File: config.mk
export PLATFORM = sky130hd
export DESIGN_NAME = cube_frame_sequencer
export DESIGN_NICKNAME = d
export VERILOG_FILES = /design/src/rtl/cube_pkg.sv /design/src/rtl/plane_bus_phy.sv /design/src/rtl/cube_frame_sequencer.sv
export SDC_FILE = /design/constraint.sdc
export NUM_CORES = 1
export LEC_CHECK = 0
export BUFFER_PORTS_ARGS = -buffer_cell sky130_fd_sc_hd__buf_2
export CAP_MARGIN = 10
export CORE_MARGIN = 4
export CORE_UTILIZATION = 44
export CTS_CLUSTER_DIAMETER = 50
export CTS_CLUSTER_SIZE = 14
export DETAILED_ROUTE_END_ITERATION = 12
export PLACE_DENSITY = 0.73
export SLEW_MARGIN = 30
export SYNTH_ARGS = -nofsm -noshare
export SYNTH_HDL_FRONTEND = slang
export SYNTH_HIERARCHICAL = 1
export SYNTH_SLANG_ARGS = --single-unit
File: constraint.sdc
create_clock -name clk -period 3 [get_ports clk]
set_input_delay 0.45 -clock clk [delete_from_list [all_inputs] [get_ports clk]]
set_output_delay 0.45 -clock clk [all_outputs]
set_load 0.01 [all_outputs]
File: src/rtl/cube_pkg.sv
// Shared definitions for the cube plane-controller bus: command bytes,
// sequencer/phase state encodings and a counter-width helper.
package cube_pkg;

   localparam logic [7:0] CMD_CLEAR     = 8'h01;
   localparam logic [7:0] CMD_ADDR_ZERO = 8'h02;
   localparam logic [7:0] CMD_DEC       = 8'h04;
   localparam logic [7:0] CMD_INC       = 8'h06;
   localparam logic [7:0] CMD_PWM_OFF   = 8'h08;
   localparam logic [7:0] CMD_PWM_ON    = 8'h0C;
   localparam logic [7:0] CMD_SET_ADDR  = 8'h80;

   typedef enum logic [2:0] {
      S_IDLE,
      S_CMD_INC,
      S_CMD_ADDR,
      S_DATA,
      S_CMD_EN
   } seq_state_t;

   typedef enum logic [1:0] {
      PH_IDLE,
      PH_SETUP,
      PH_STROBE,
      PH_HOLD
   } phase_t;

   // Counters never collapse to zero width, even for a single plane/output.
   function automatic int cnt_width(input int n);
      return (n > 1) ? $clog2(n) : 1;
   endfunction

endpackage

File: src/rtl/plane_bus_phy.sv
// Three-phase SETUP/STROBE/HOLD transfer generator for the shared plane bus.
// A request is loaded on entry to SETUP; data transfers may also capture in SETUP.
module plane_bus_phy
   import cube_pkg::*;
#(
   parameter int D_WIDTH = 8
) (
   input  logic               clk,
   input  logic               reset,
   input  logic               i_req,
   input  logic [D_WIDTH-1:0] i_data,
   input  logic               i_rs,
   input  logic               i_go,
   input  logic               i_capture,
   input  logic               i_cancel,
   output logic [D_WIDTH-1:0] o_bus_data,
   output logic               o_bus_rs,
   output logic               o_bus_en,
   output logic               o_setup,
   output logic               o_xfer_done
);

   phase_t             r_phase, w_phase_nxt;
   logic [D_WIDTH-1:0] r_data,  w_data_nxt;
   logic               r_rs,    w_rs_nxt;
   logic               r_en;

   // NOTE: state registers use non-blocking assignments so every flop samples
   // the pre-edge values; blocking here would create order-dependent races.
   always_ff @(posedge clk or negedge reset) begin
      if (!reset) begin
         r_phase <= PH_IDLE;
         r_data  <= '0;
         r_rs    <= 1'b0;
         r_en    <= 1'b0;
      end else begin
         r_phase <= w_phase_nxt;
         r_data  <= w_data_nxt;
         r_rs    <= w_rs_nxt;
         r_en    <= (w_phase_nxt == PH_STROBE);
      end
   end

   // NOTE: every next-value signal gets a default first so no path infers a latch.
   always_comb begin
      w_phase_nxt = r_phase;
      w_data_nxt  = r_data;
      w_rs_nxt    = r_rs;
      case (r_phase)
         PH_IDLE, PH_HOLD: begin
            if (i_req) begin
               w_phase_nxt = PH_SETUP;
               w_data_nxt  = i_data;
               w_rs_nxt    = i_rs;
            end else begin
               w_phase_nxt = PH_IDLE;
            end
         end
         PH_SETUP: begin
            if (i_cancel) begin
               w_phase_nxt = PH_IDLE;
            end else if (i_go) begin
               w_phase_nxt = PH_STROBE;
               if (i_capture) w_data_nxt = i_data;
            end
         end
         PH_STROBE: w_phase_nxt = PH_HOLD;
         default:   w_phase_nxt = PH_IDLE;
      endcase
   end

   assign o_bus_data  = r_data;
   assign o_bus_rs    = r_rs;
   assign o_bus_en    = r_en;
   assign o_setup     = (r_phase == PH_SETUP);
   assign o_xfer_done = (r_phase == PH_HOLD);

endmodule

File: src/rtl/cube_frame_sequencer.sv
// Streams one frame of PWM bytes into the cube's plane controllers, plane by
// plane: increment mode, address 0, OUT_NUM data writes, PWM enable.
module cube_frame_sequencer
   import cube_pkg::*;
#(
   parameter int PLANES  = 8,
   parameter int OUT_NUM = 64,
   parameter int D_WIDTH = 8
) (
   input  logic               clk,
   input  logic               reset,
   input  logic               start,
   input  logic               abort,
   output logic               busy,
   output logic               done,
   input  logic               src_valid,
   input  logic [D_WIDTH-1:0] src_data,
   output logic               src_ready,
   output logic [PLANES-1:0]  plane_sel,
   output logic [D_WIDTH-1:0] bus_data,
   output logic               bus_en,
   output logic               bus_rs
);

   localparam int BW = cnt_width(OUT_NUM);
   localparam int PW = cnt_width(PLANES);

   seq_state_t        r_state, w_state_nxt;
   logic [BW-1:0]     r_byte,  w_byte_nxt;
   logic [PW-1:0]     r_plane, w_plane_nxt;
   logic [PLANES-1:0] r_sel,   w_sel_nxt;
   logic              r_done,  w_done_nxt;
   logic              r_abort_pend, w_abort_pend_nxt;

   logic               w_req, w_req_rs, w_go, w_capture, w_cancel;
   logic [D_WIDTH-1:0] w_req_data;
   logic               w_setup, w_xfer_done, w_abort, w_ready;

   always_ff @(posedge clk or negedge reset) begin
      if (!reset) begin
         r_state      <= S_IDLE;
         r_byte       <= '0;
         r_plane      <= '0;
         r_sel        <= '0;
         r_done       <= 1'b0;
         r_abort_pend <= 1'b0;
      end else begin
         r_state      <= w_state_nxt;
         r_byte       <= w_byte_nxt;
         r_plane      <= w_plane_nxt;
         r_sel        <= w_sel_nxt;
         r_done       <= w_done_nxt;
         r_abort_pend <= w_abort_pend_nxt;
      end
   end

   always_comb begin
      w_state_nxt = r_state;
      w_byte_nxt  = r_byte;
      w_plane_nxt = r_plane;
      w_sel_nxt   = r_sel;
      w_done_nxt  = 1'b0;
      w_req       = 1'b0;
      w_req_data  = bus_data;
      w_req_rs    = 1'b0;
      w_go        = 1'b1;
      w_capture   = 1'b0;
      w_cancel    = 1'b0;
      w_ready     = 1'b0;
      w_abort     = abort | r_abort_pend;

      case (r_state)
         S_IDLE: begin
            if (start && !abort) begin
               w_req       = 1'b1;
               w_req_data  = D_WIDTH'(CMD_INC);
               w_req_rs    = 1'b1;
               w_state_nxt = S_CMD_INC;
               w_plane_nxt = '0;
               w_byte_nxt  = '0;
               w_sel_nxt   = PLANES'(1);
            end
         end
         S_DATA: begin
            // The data SETUP waits on the stream; an abort leaves it at once.
            if (w_setup) begin
               w_ready    = !w_abort;
               w_go       = src_valid && !w_abort;
               w_capture  = 1'b1;
               w_req_data = src_data;
               w_cancel   = w_abort;
               if (w_abort) begin
                  w_state_nxt = S_IDLE;
                  w_sel_nxt   = '0;
               end
            end
         end
         default: ;
      endcase

      if (w_xfer_done) begin
         if (w_abort) begin
            w_state_nxt = S_IDLE;
            w_sel_nxt   = '0;
         end else begin
            case (r_state)
               S_CMD_INC: begin
                  w_req       = 1'b1;
                  w_req_data  = D_WIDTH'(CMD_SET_ADDR);
                  w_req_rs    = 1'b1;
                  w_state_nxt = S_CMD_ADDR;
               end
               S_CMD_ADDR: begin
                  w_req       = 1'b1;
                  w_state_nxt = S_DATA;
               end
               S_DATA: begin
                  w_req = 1'b1;
                  if (r_byte == BW'(OUT_NUM - 1)) begin
                     w_byte_nxt  = '0;
                     w_req_data  = D_WIDTH'(CMD_PWM_ON);
                     w_req_rs    = 1'b1;
                     w_state_nxt = S_CMD_EN;
                  end else begin
                     w_byte_nxt  = r_byte + BW'(1);
                  end
               end
               S_CMD_EN: begin
                  if (r_plane == PW'(PLANES - 1)) begin
                     w_state_nxt = S_IDLE;
                     w_sel_nxt   = '0;
                     w_done_nxt  = 1'b1;
                  end else begin
                     w_plane_nxt = r_plane + PW'(1);
                     w_sel_nxt   = r_sel << 1;
                     w_req       = 1'b1;
                     w_req_data  = D_WIDTH'(CMD_INC);
                     w_req_rs    = 1'b1;
                     w_state_nxt = S_CMD_INC;
                  end
               end
               default: ;
            endcase
         end
      end

      w_abort_pend_nxt = (r_state != S_IDLE) && w_abort && (w_state_nxt != S_IDLE);
   end

   plane_bus_phy #(.D_WIDTH(D_WIDTH)) u_phy (
      .clk         (clk),
      .reset       (reset),
      .i_req       (w_req),
      .i_data      (w_req_data),
      .i_rs        (w_req_rs),
      .i_go        (w_go),
      .i_capture   (w_capture),
      .i_cancel    (w_cancel),
      .o_bus_data  (bus_data),
      .o_bus_rs    (bus_rs),
      .o_bus_en    (bus_en),
      .o_setup     (w_setup),
      .o_xfer_done (w_xfer_done)
   );

   assign busy      = (r_state != S_IDLE);
   assign done      = r_done;
   assign src_ready = w_ready;
   assign plane_sel = r_sel;

endmodule

==> impl_metrics.tcl, run 1 <==
set metrics [dict create \
    outcome "complete, no violations" \
    antenna_found_initial 0 \
    synthToLayoutAreaGrowth_pct 14.34 \
    timing.final.crit_share_pct 83.48 \
    critPathTopFamily "simple AND/OR/NAND/NOR gates" \
    diodes 0 \
    grt_max_degree 35 \
    drt_first_pass_iters 4 \
    gp_congestion 0.8850 \
    start_util_pct 46.75 \
    critPathMaxStageDelay_ns 0.55 \
    reg2regPathDepth 6 \
    synth_top_family_by_area "compound AO/OA/AOI/OAI gates" \
    hold_violations 0 \
    vias_per_cell 5.662 \
    syn_nets 205 \
    core_area_mm2 0.004086 \
    die_x_um 73.90 \
    synth_compound_area_share_pct 21.15 \
    synthXorXnorAreaFrac_pct 0.4584 \
    worstReg2RegStart "u_phy/r_phase[1]" \
    rsz0062_at_grt "false" \
    tns_ns 0 \
    required_ns 3.18 \
    dp.cells 261 \
    slowest_stage "or3b_1" \
    fin_cells 269 \
    fmax_ghz 0.3993 \
    ys.warnings.count 6 \
    setup_viol 0 \
    final_layout_size_suffix_gt1_share_pct 28.77 \
    grt_pass1_vias 1492 \
    cts_tree "built" \
    postCtsHoldBufs 0 \
    crit_chain "ha_1 > or3b_1 > o21ai_1 > nand2_1 > a22oi_4 > mux2_2" \
    syn_area_mm2 0.001911 \
    cap_violations 0 \
    worstSetupEndpointType "flop" \
    cts_resized 0 \
    yosysTopAreaCell "dfrtp_1" \
    muxShareOfSynthArea_pct 5.894 \
    synth_edf_count 0 \
    hold_path_class "input pin to asynchronous set/reset pin" \
    slew_headroom_pct 50.37 \
    synth-simple-area-share_pct 18.93 \
    ir_worst_vdd_mv 0.2790 \
    row_count 23 \
    cts_htree_levels 2 \
    drc 0 \
    avgSynthCellArea_um2 10.27 \
    ys_async_sr_fraction_pct 100.0 \
    ys_ff_latch 34 \
    synthTopCellsByArea "dfrtp_1 (45%), mux2_2 (5.9%), nor2_1 (4.3%)" \
    synth_top_flop_cell "dfrtp_1" \
    cts_setup_buffers 0 \
    overflow 0 \
    clock-skew-final_ns 0.006136 \
    cts_buffers 5 \
    grt_usage_pct 17.42 \
    clk_latency_ns 0.29 \
    leakage_nw 1.038 \
    fin_crit_ns 2.504 \
    crit_type "flop to flop" \
    ys_types 50 \
    critical_path_buf_inv_count 0 \
    drt-total-wl_um 4160 \
    worst_pin_slew_ns 0.7445 \
    synth-adder-area-share_pct 3.929 \
    num_vias 1523 \
    yosysTopAreaCellShare_pct 44.53 \
    die_y_um 73.90 \
    cp-start-kind "flop" \
    root_buffer "clkbuf_8" \
    path_max_fanout 11 \
    slew_viol_final 0 \
    fin_nets 237 \
    power.density_mw_per_mm2 527.2 \
    cts_sinks 34 \
    hpwlAfterDp_um 2942 \
    detail-route-antenna-nets 0 \
    clock_path_buffers 2 \
    r2r_slack_ns 0.50 \
    yosysSeqAreaShare_pct 44.53 \
    drt_iter0_markers 88 \
    worstPathArrival_ns 2.68 \
    grt_pass1_wl_um 7176 \
    clk_pin_slew_ns 0.07 \
    die_area_mm2 0.005460 \
    io_buffers 33 \
    wire_per_inst_um 15.46 \
    io_pins 34 \
    syn_inst 186 \
    r2r-end "u_phy/o_bus_data[0]" \
]
[layer usage]
layer / up-vias / GRT usage, % / share of wire (%)
li1: 751 / - / -
met1: 720 / 24.85 / 47
met2: 43 / 24.90 / 45
met3: 9 / 4.104 / 5.2
met4: 0 / 7.847 / 2.1
met5: - / 0 / 0
[worst max-delay path by stage]
stage	from	endpoint	slack (ns)	depth (start not counted)
2_1_floorplan	r_state[2]	u_phy/o_bus_data[0]	0.91	8
3_3_place_gp	u_phy/r_phase[1]	u_phy/o_bus_data[1]	0.62	6
3_5_place_dp	u_phy/r_phase[1]	u_phy/o_bus_data[0]	0.53	6
4_1_cts	u_phy/r_phase[1]	u_phy/o_bus_data[0]	0.52	6
5_1_grt	u_phy/r_phase[1]	u_phy/o_bus_data[5]	0.38	6
6_report	u_phy/r_phase[1]	u_phy/o_bus_data[0]	0.50	6
[placed cells by master, fill, tap and decap left out, types with 3 or more instances in the layout]
| master | count |
|---|---|
| a21oi_1 | 8 |
| a22o_1 | 9 |
| a22oi_1 | 6 |
| a311oi_1 | 3 |
| buf_2 | 33 |
| clkbuf_8 | 5 |
| dfrtp_1 | 34 |
| ha_1 | 6 |
| inv_1 | 4 |
| mux2_2 | 10 |
| nand2_1 | 11 |
| nand3_1 | 4 |
| nand4_1 | 3 |
| nor2_1 | 22 |
| nor3_1 | 4 |
| o21ai_0 | 3 |
| o21ai_1 | 9 |
| o22ai_1 | 3 |
| or3_1 | 3 |
[report_power, final]
part	switching [mW]	internal, mW	total, mW
Clock	0.176	0.247	0.423
Combinational	0.108	0.0818	0.190
Sequential	0.0478	0.491	0.538
Total	0.333	0.819	1.15
[kinds of logic (layout without fill, tap and decap cells)]
family / after synthesis / after routing
compound gates: 53 / 53
xor+xnor: 1 / 1
fa+ha+maj: 6 / 6
buf+inv: 15 / 48
flops: 34 / 34
mux: 10 / 10
simple gates: 67 / 67
[registers in the layout (all words and copies together) (netlist names)]
signal / flops
u_phy/o_bus_en: 1
r_plane: 3
u_phy/o_bus_rs: 1
done: 1
r_state: 3
r_byte: 6
r_abort_pend: 1
u_phy/o_bus_data: 8
u_phy/r_phase: 2
plane_sel: 8
[synth_stat cells (2+ instances only)]
| library cell | count |
|---|---|
| dfrtp_1 | 34 |
| nor2_1 | 22 |
| nand2_1 | 11 |
| mux2_2 | 10 |
| a22o_1 | 9 |
| o21ai_1 | 9 |
| a21oi_1 | 8 |
| a22oi_1 | 6 |
| ha_1 | 6 |
| buf_6 | 4 |
| inv_1 | 4 |
| nand3_1 | 4 |
| nor3_1 | 4 |
| a311oi_1 | 3 |
| buf_2 | 3 |
| nand4_1 | 3 |
| o21ai_0 | 3 |
| o22ai_1 | 3 |
| or3_1 | 3 |
| a31oi_1 | 2 |
| inv_2 | 2 |
| nand2b_1 | 2 |
| nor2b_1 | 2 |
| nor4_1 | 2 |
| or2_1 | 2 |
[layout make-up]
class | instances | area [µm²]
clock buffers | 5 | 68.82
clock inverters | 3 | 45.04
flip-flops and latches | 34 | 850.8
repair buffers | 34 | 172.7
well taps | 50 | 62.56
multi-input cells | 137 | 962.2
inverters | 6 | 22.52
fillers | 396 | 1902
[through the flow]
stage	power, mW	hold WS, ns	worst slack (ns)	cell area (µm²)	utilization [%]
final	1.152	0.2137	0.4956	2185	53.46
after global routing	1.210	0.2815	0.3785	2185	53.46
after CTS	1.168	0.2328	0.5226	2185	53.46
after detailed placement	0.7355	0.4816	0.5290	2071	50.67
after global placement	0.7316	0.4687	0.6173	2071	50.67
after floorplan	0.6838	0.1544	0.9073	1911	-
No activity file was read; power rests on OpenSTA's default activity.
==> run 2, diff against run 1 <==
Clock period 3 ns to 2.4 ns, I/O delays scaled along.
==> impl_metrics.tcl, run 2 (synthesis gave the netlist of run 1 again) <==
set metrics [dict create \
    outcome "complete, no violations" \
    worstReg2RegStart "r_plane[0]" \
    slew_viol_final 0 \
    hpwlAfterDp_um 3015 \
    rsz0062_at_grt "false" \
    tns_ns 0 \
    timing.final.crit_share_pct 93.04 \
    synthToLayoutAreaGrowth_pct 19.91 \
    final_cell_mix "dfrtp_1 (34), buf_2 (33), nor2_1 (22)" \
    crit_type "flop to flop" \
    clk_latency_ns 0.29 \
    io_buffers 33 \
    hold_violations 0 \
    regArea_um2 850.8 \
    cts_buffers 5 \
    grt_pass1_vias 1450 \
    critPathTopFamily "simple AND/OR/NAND/NOR gates" \
    fin_nets 248 \
    ir_worst_vdd_mv 0.4364 \
    dp.cells 272 \
    crit_end "u_phy/o_bus_data[3]" \
    clock_path_buffers 2 \
    fin_cells 280 \
    path_max_fanout 8 \
    die_x_um 73.90 \
    vias_per_cell 5.654 \
    clk_pin_slew_ns 0.07 \
    required_ns 2.57 \
    die_area_mm2 0.005460 \
    die_y_um 73.90 \
    grt_max_degree 35 \
    leakage_nw 1.111 \
    io_pins 34 \
    multi_input_area_um2 962.2 \
    num_vias 1583 \
    fin_ws_ns 0.1670 \
    clock-skew-final_ns 0.003696 \
    postCtsHoldBufs 0 \
    worstSetupEndpointType "flop" \
    cts_htree_levels 2 \
    drt_iter0_markers 77 \
    r2r-end "u_phy/o_bus_data[3]" \
    worstPathArrival_ns 2.40 \
    start_util_pct 46.75 \
    cts_resized 0 \
    worst-path-stages 8 \
    hold_path_class "input pin to asynchronous set/reset pin" \
    cts_tree "built" \
    nFillCells 348 \
    diodes 0 \
    cp-start-kind "flop" \
    r2r_slack_ns 0.17 \
    overflow 0 \
    slowest_stage "dfrtp_1" \
    fmax_ghz 0.4478 \
    slew_headroom_pct 50.59 \
    root_buffer "clkbuf_8" \
    cts_setup_buffers 0 \
    gp_congestion 0.8813 \
    worst_pin_slew_ns 0.7411 \
    core_area_mm2 0.004086 \
    power.density_mw_per_mm2 685.1 \
    setup_viol 0 \
    cap_violations 0 \
    final_common_cell "dfrtp_1" \
    crit_chain "ha_1 > ha_1 > nor4_1 > nor2_1 > o21ai_1 > nand2_1 > a22oi_4 > mux2_2" \
    grt_pass1_wl_um 6851 \
    cpMostUsedCell "ha_1" \
    place_ws_ns 0.2121 \
    wire_per_inst_um 14.83 \
    final_layout_size_suffix_gt1_share_pct 32.17 \
    antenna_found_initial 0 \
    drt_first_pass_iters 4 \
    critical_path_buf_inv_count 0 \
    detail-route-antenna-nets 0 \
    row_count 23 \
    drt-total-wl_um 4153 \
    critPathMaxStageDelay_ns 0.39 \
    grt_usage_pct 16.61 \
    cp-startpoint "r_plane[0]" \
    reg2regPathDepth 8 \
    fin_crit_ns 2.233 \
    drc 0 \
    cts_sinks 34 \
]
==> run 2: cell count changes in the layout (fill, tap and decap cells not counted) <==
cell        before  now
bufinv_16        1    2
buf_4            1   12
clkinv_4         0    1
clkinvlp_4       2    0
==> run 2: metal layers <==
layer,track usage (%),routed length (µm),up-vias
met5,0,0,-
met4,8.048,91,0
met3,3.283,213,10
met2,23.43,1853,43
met1,24.16,1994,754
li1,-,-,776
==> run 2: layout make-up <==
cell class	count	area share [%]
flip-flops and latches	34	37.14
well taps	50	2.731
multi-input cells	137	42.00
inverters	6	0.9831
repair buffers	45	11.14
clock buffers	5	3.004
clock inverters	3	3.004
==> run 2: power breakdown <==
group | total (mW) | switching, mW | internal [mW]
clock | 0.636 | 0.220 | 0.416
combinational | 0.267 | 0.145 | 0.122
sequential | 0.667 | 0.0534 | 0.613
total | 1.57 | 0.418 | 1.15
==> run 2: worst min path at each step <==
stage | to | cells after the start | start | slack (ns)
2_1_floorplan | done | 0 | reset | 0.06
3_3_place_gp | u_phy/o_bus_rs | 1 | reset | 0.47
3_5_place_dp | u_phy/o_bus_data[0] | 1 | reset | 0.47
4_1_cts | done | 1 | reset | 0.16
5_1_grt | u_phy/o_bus_data[0] | 1 | reset | 0.19
6_report | u_phy/r_phase[1] | 1 | reset | 0.13
==> run 2: through the flow <==
stage          hold WS (ns)  total power, mW  area, µm²  util (%)
3_3_place_gp         0.4671           0.9388       2153     52.69
3_5_place_dp         0.4687           0.9427       2153     52.69
6_report             0.1333            1.570       2291     56.06
2_1_floorplan       0.06441           0.8547       1911         -
5_1_grt              0.1950            1.636       2291     56.06
4_1_cts              0.1579            1.580       2291     56.06
==> run 3, diff against run 2 <==
Settings changed: GPL_TIMING_DRIVEN set to 0.
==> impl_metrics.tcl, run 3 (synthesis gave the netlist of run 1 again) <==
set metrics [dict create \
    worst_pin_slew_ns 0.7485 \
    grt_usage_pct 16.80 \
    clock-skew-final_ns 0.002756 \
    grt_pass1_vias 1498 \
    drt_first_pass_iters 4 \
    fmax_ghz 0.4351 \
    required_ns 2.58 \
    die_y_um 73.90 \
    final_layout_size_suffix_gt1_share_pct 32.60 \
    slowest_stage "dfrtp_1" \
    critPathMaxStageDelay_ns 0.47 \
    path_max_fanout 8 \
    io_buffers 33 \
    nFillCells 361 \
    detail-route-antenna-nets 0 \
    outcome "complete, no violations" \
    worstPathArrival_ns 2.48 \
    overflow 0 \
    timing.final.crit_share_pct 95.77 \
    synthToLayoutAreaGrowth_pct 19.71 \
    cts_htree_levels 2 \
    final_cell_mix "buf_2 (36), dfrtp_1 (34), nor2_1 (22)" \
    drt-total-wl_um 4119 \
    critPathTopFamily "simple AND/OR/NAND/NOR gates" \
    worstSetupEndpointType "flop" \
    critical_path_buf_inv_count 1 \
    diodes 0 \
    crit_chain "or3_1 > buf_6 > or2_1 > o21ai_1 > nand2_1 > a22oi_4 > mux2_2" \
    slew_headroom_pct 50.10 \
    regArea_um2 850.8 \
    crit_type "flop to flop" \
    core_area_mm2 0.004086 \
    rsz0062_at_grt "false" \
    die_area_mm2 0.005460 \
    cts_buffers 5 \
    tns_ns 0 \
    grt_max_degree 35 \
    start_util_pct 46.75 \
    fin_area_mm2 0.002287 \
    drt_iter0_markers 95 \
    ir_worst_vdd_mv 0.4090 \
    cts_tree "built" \
    die_x_um 73.90 \
    clock_path_buffers 2 \
    row_count 23 \
    antenna_found_initial 0 \
    drc 0 \
    hold_path_class "input pin to asynchronous set/reset pin" \
    root_buffer "clkbuf_8" \
    slew_viol_final 0 \
    fin_crit_ns 2.298 \
    top_usage_layer "met2" \
    final_common_cell "buf_2" \
    multi_input_area_um2 973.4 \
    clk_latency_ns 0.29 \
    setup_viol 0 \
    use_met3_pct 4.925 \
    num_vias 1554 \
    cap_violations 0 \
    cp-start-kind "flop" \
    cts_sinks 34 \
    use_met1_pct 23.08 \
    place_area_mm2 0.002138 \
    wire_per_inst_um 14.87 \
    cts_setup_buffers 0 \
    fin_nets 245 \
    met2_usage_pct 24.11 \
    hold_violations 0 \
    io_pins 34 \
    gp_congestion 0.8920 \
    leakage_nw 1.103 \
    power.density_mw_per_mm2 687.3 \
    grt_pass1_wl_um 6886 \
    hpwlAfterDp_um 2884 \
    clk_pin_slew_ns 0.07 \
    vias_per_cell 5.610 \
]
-- run 3: final cells by class --
| cell class | count | share of cell area (%) |
|---|---|---|
| repair buffers | 33 | 7.221 |
| well taps | 50 | 2.735 |
| multi-input cells | 137 | 42.56 |
| plain buffers | 9 | 3.282 |
| clock inverters | 3 | 3.009 |
| clock buffers | 5 | 3.009 |
| flip-flops and latches | 34 | 37.20 |
| inverters | 6 | 0.9847 |
-- run 3: worst paths after layout --
path                              from                   to  slack [ns]  depth (start not counted)
max                         r_state[1]  u_phy/o_bus_data[4]        0.10                          7
min                              reset  u_phy/o_bus_data[5]        0.12                          1
max reg2reg                 r_state[1]  u_phy/o_bus_data[4]        0.10                          7
min reg2reg                  r_byte[4]            r_byte[4]        0.49                          1
max in group asynchronous        reset  u_phy/o_bus_data[7]        1.79                          1
min in group clk           src_data[3]  u_phy/o_bus_data[3]        0.45                          4
-- run 3: power breakdown --
part,switching (mW),total (mW),internal [mW]
registers,0.0292,0.643,0.613
logic,0.168,0.293,0.124
clock network,0.221,0.637,0.416
-- run 3: what timing repair did --
item / in CTS / in global routing
endpoints found under the setup margin: 0 / 8
hold buffers: 0 / 0
resized for setup: 0 / 3
-- run 3: metrics by stage --
step | cells | utilization (%) | power (mW) | hold slack, ns | setup WS [ns]
after floorplan | 186 | - | 0.8547 | 0.06441 | 0.3073
after global placement | 269 | 52.33 | 0.9359 | 0.4691 | 0.04690
after detailed placement | 269 | 52.33 | 0.9394 | 0.4727 | 0.03802
after CTS | 277 | 55.69 | 1.581 | 0.1535 | 0.02943
after global routing | 277 | 55.97 | 1.649 | 0.1868 | 0.003816
final | 277 | 55.97 | 1.572 | 0.1232 | 0.1016
-- run 3: metal layers --
| layer | vias to the layer above | wire length (µm) |
|---|---|---|
| met5 | - | 0 |
| met2 | 50 | 1918 |
| met3 | 7 | 272 |
| met1 | 727 | 1854 |
| met4 | 0 | 74 |
| li1 | 770 | - |
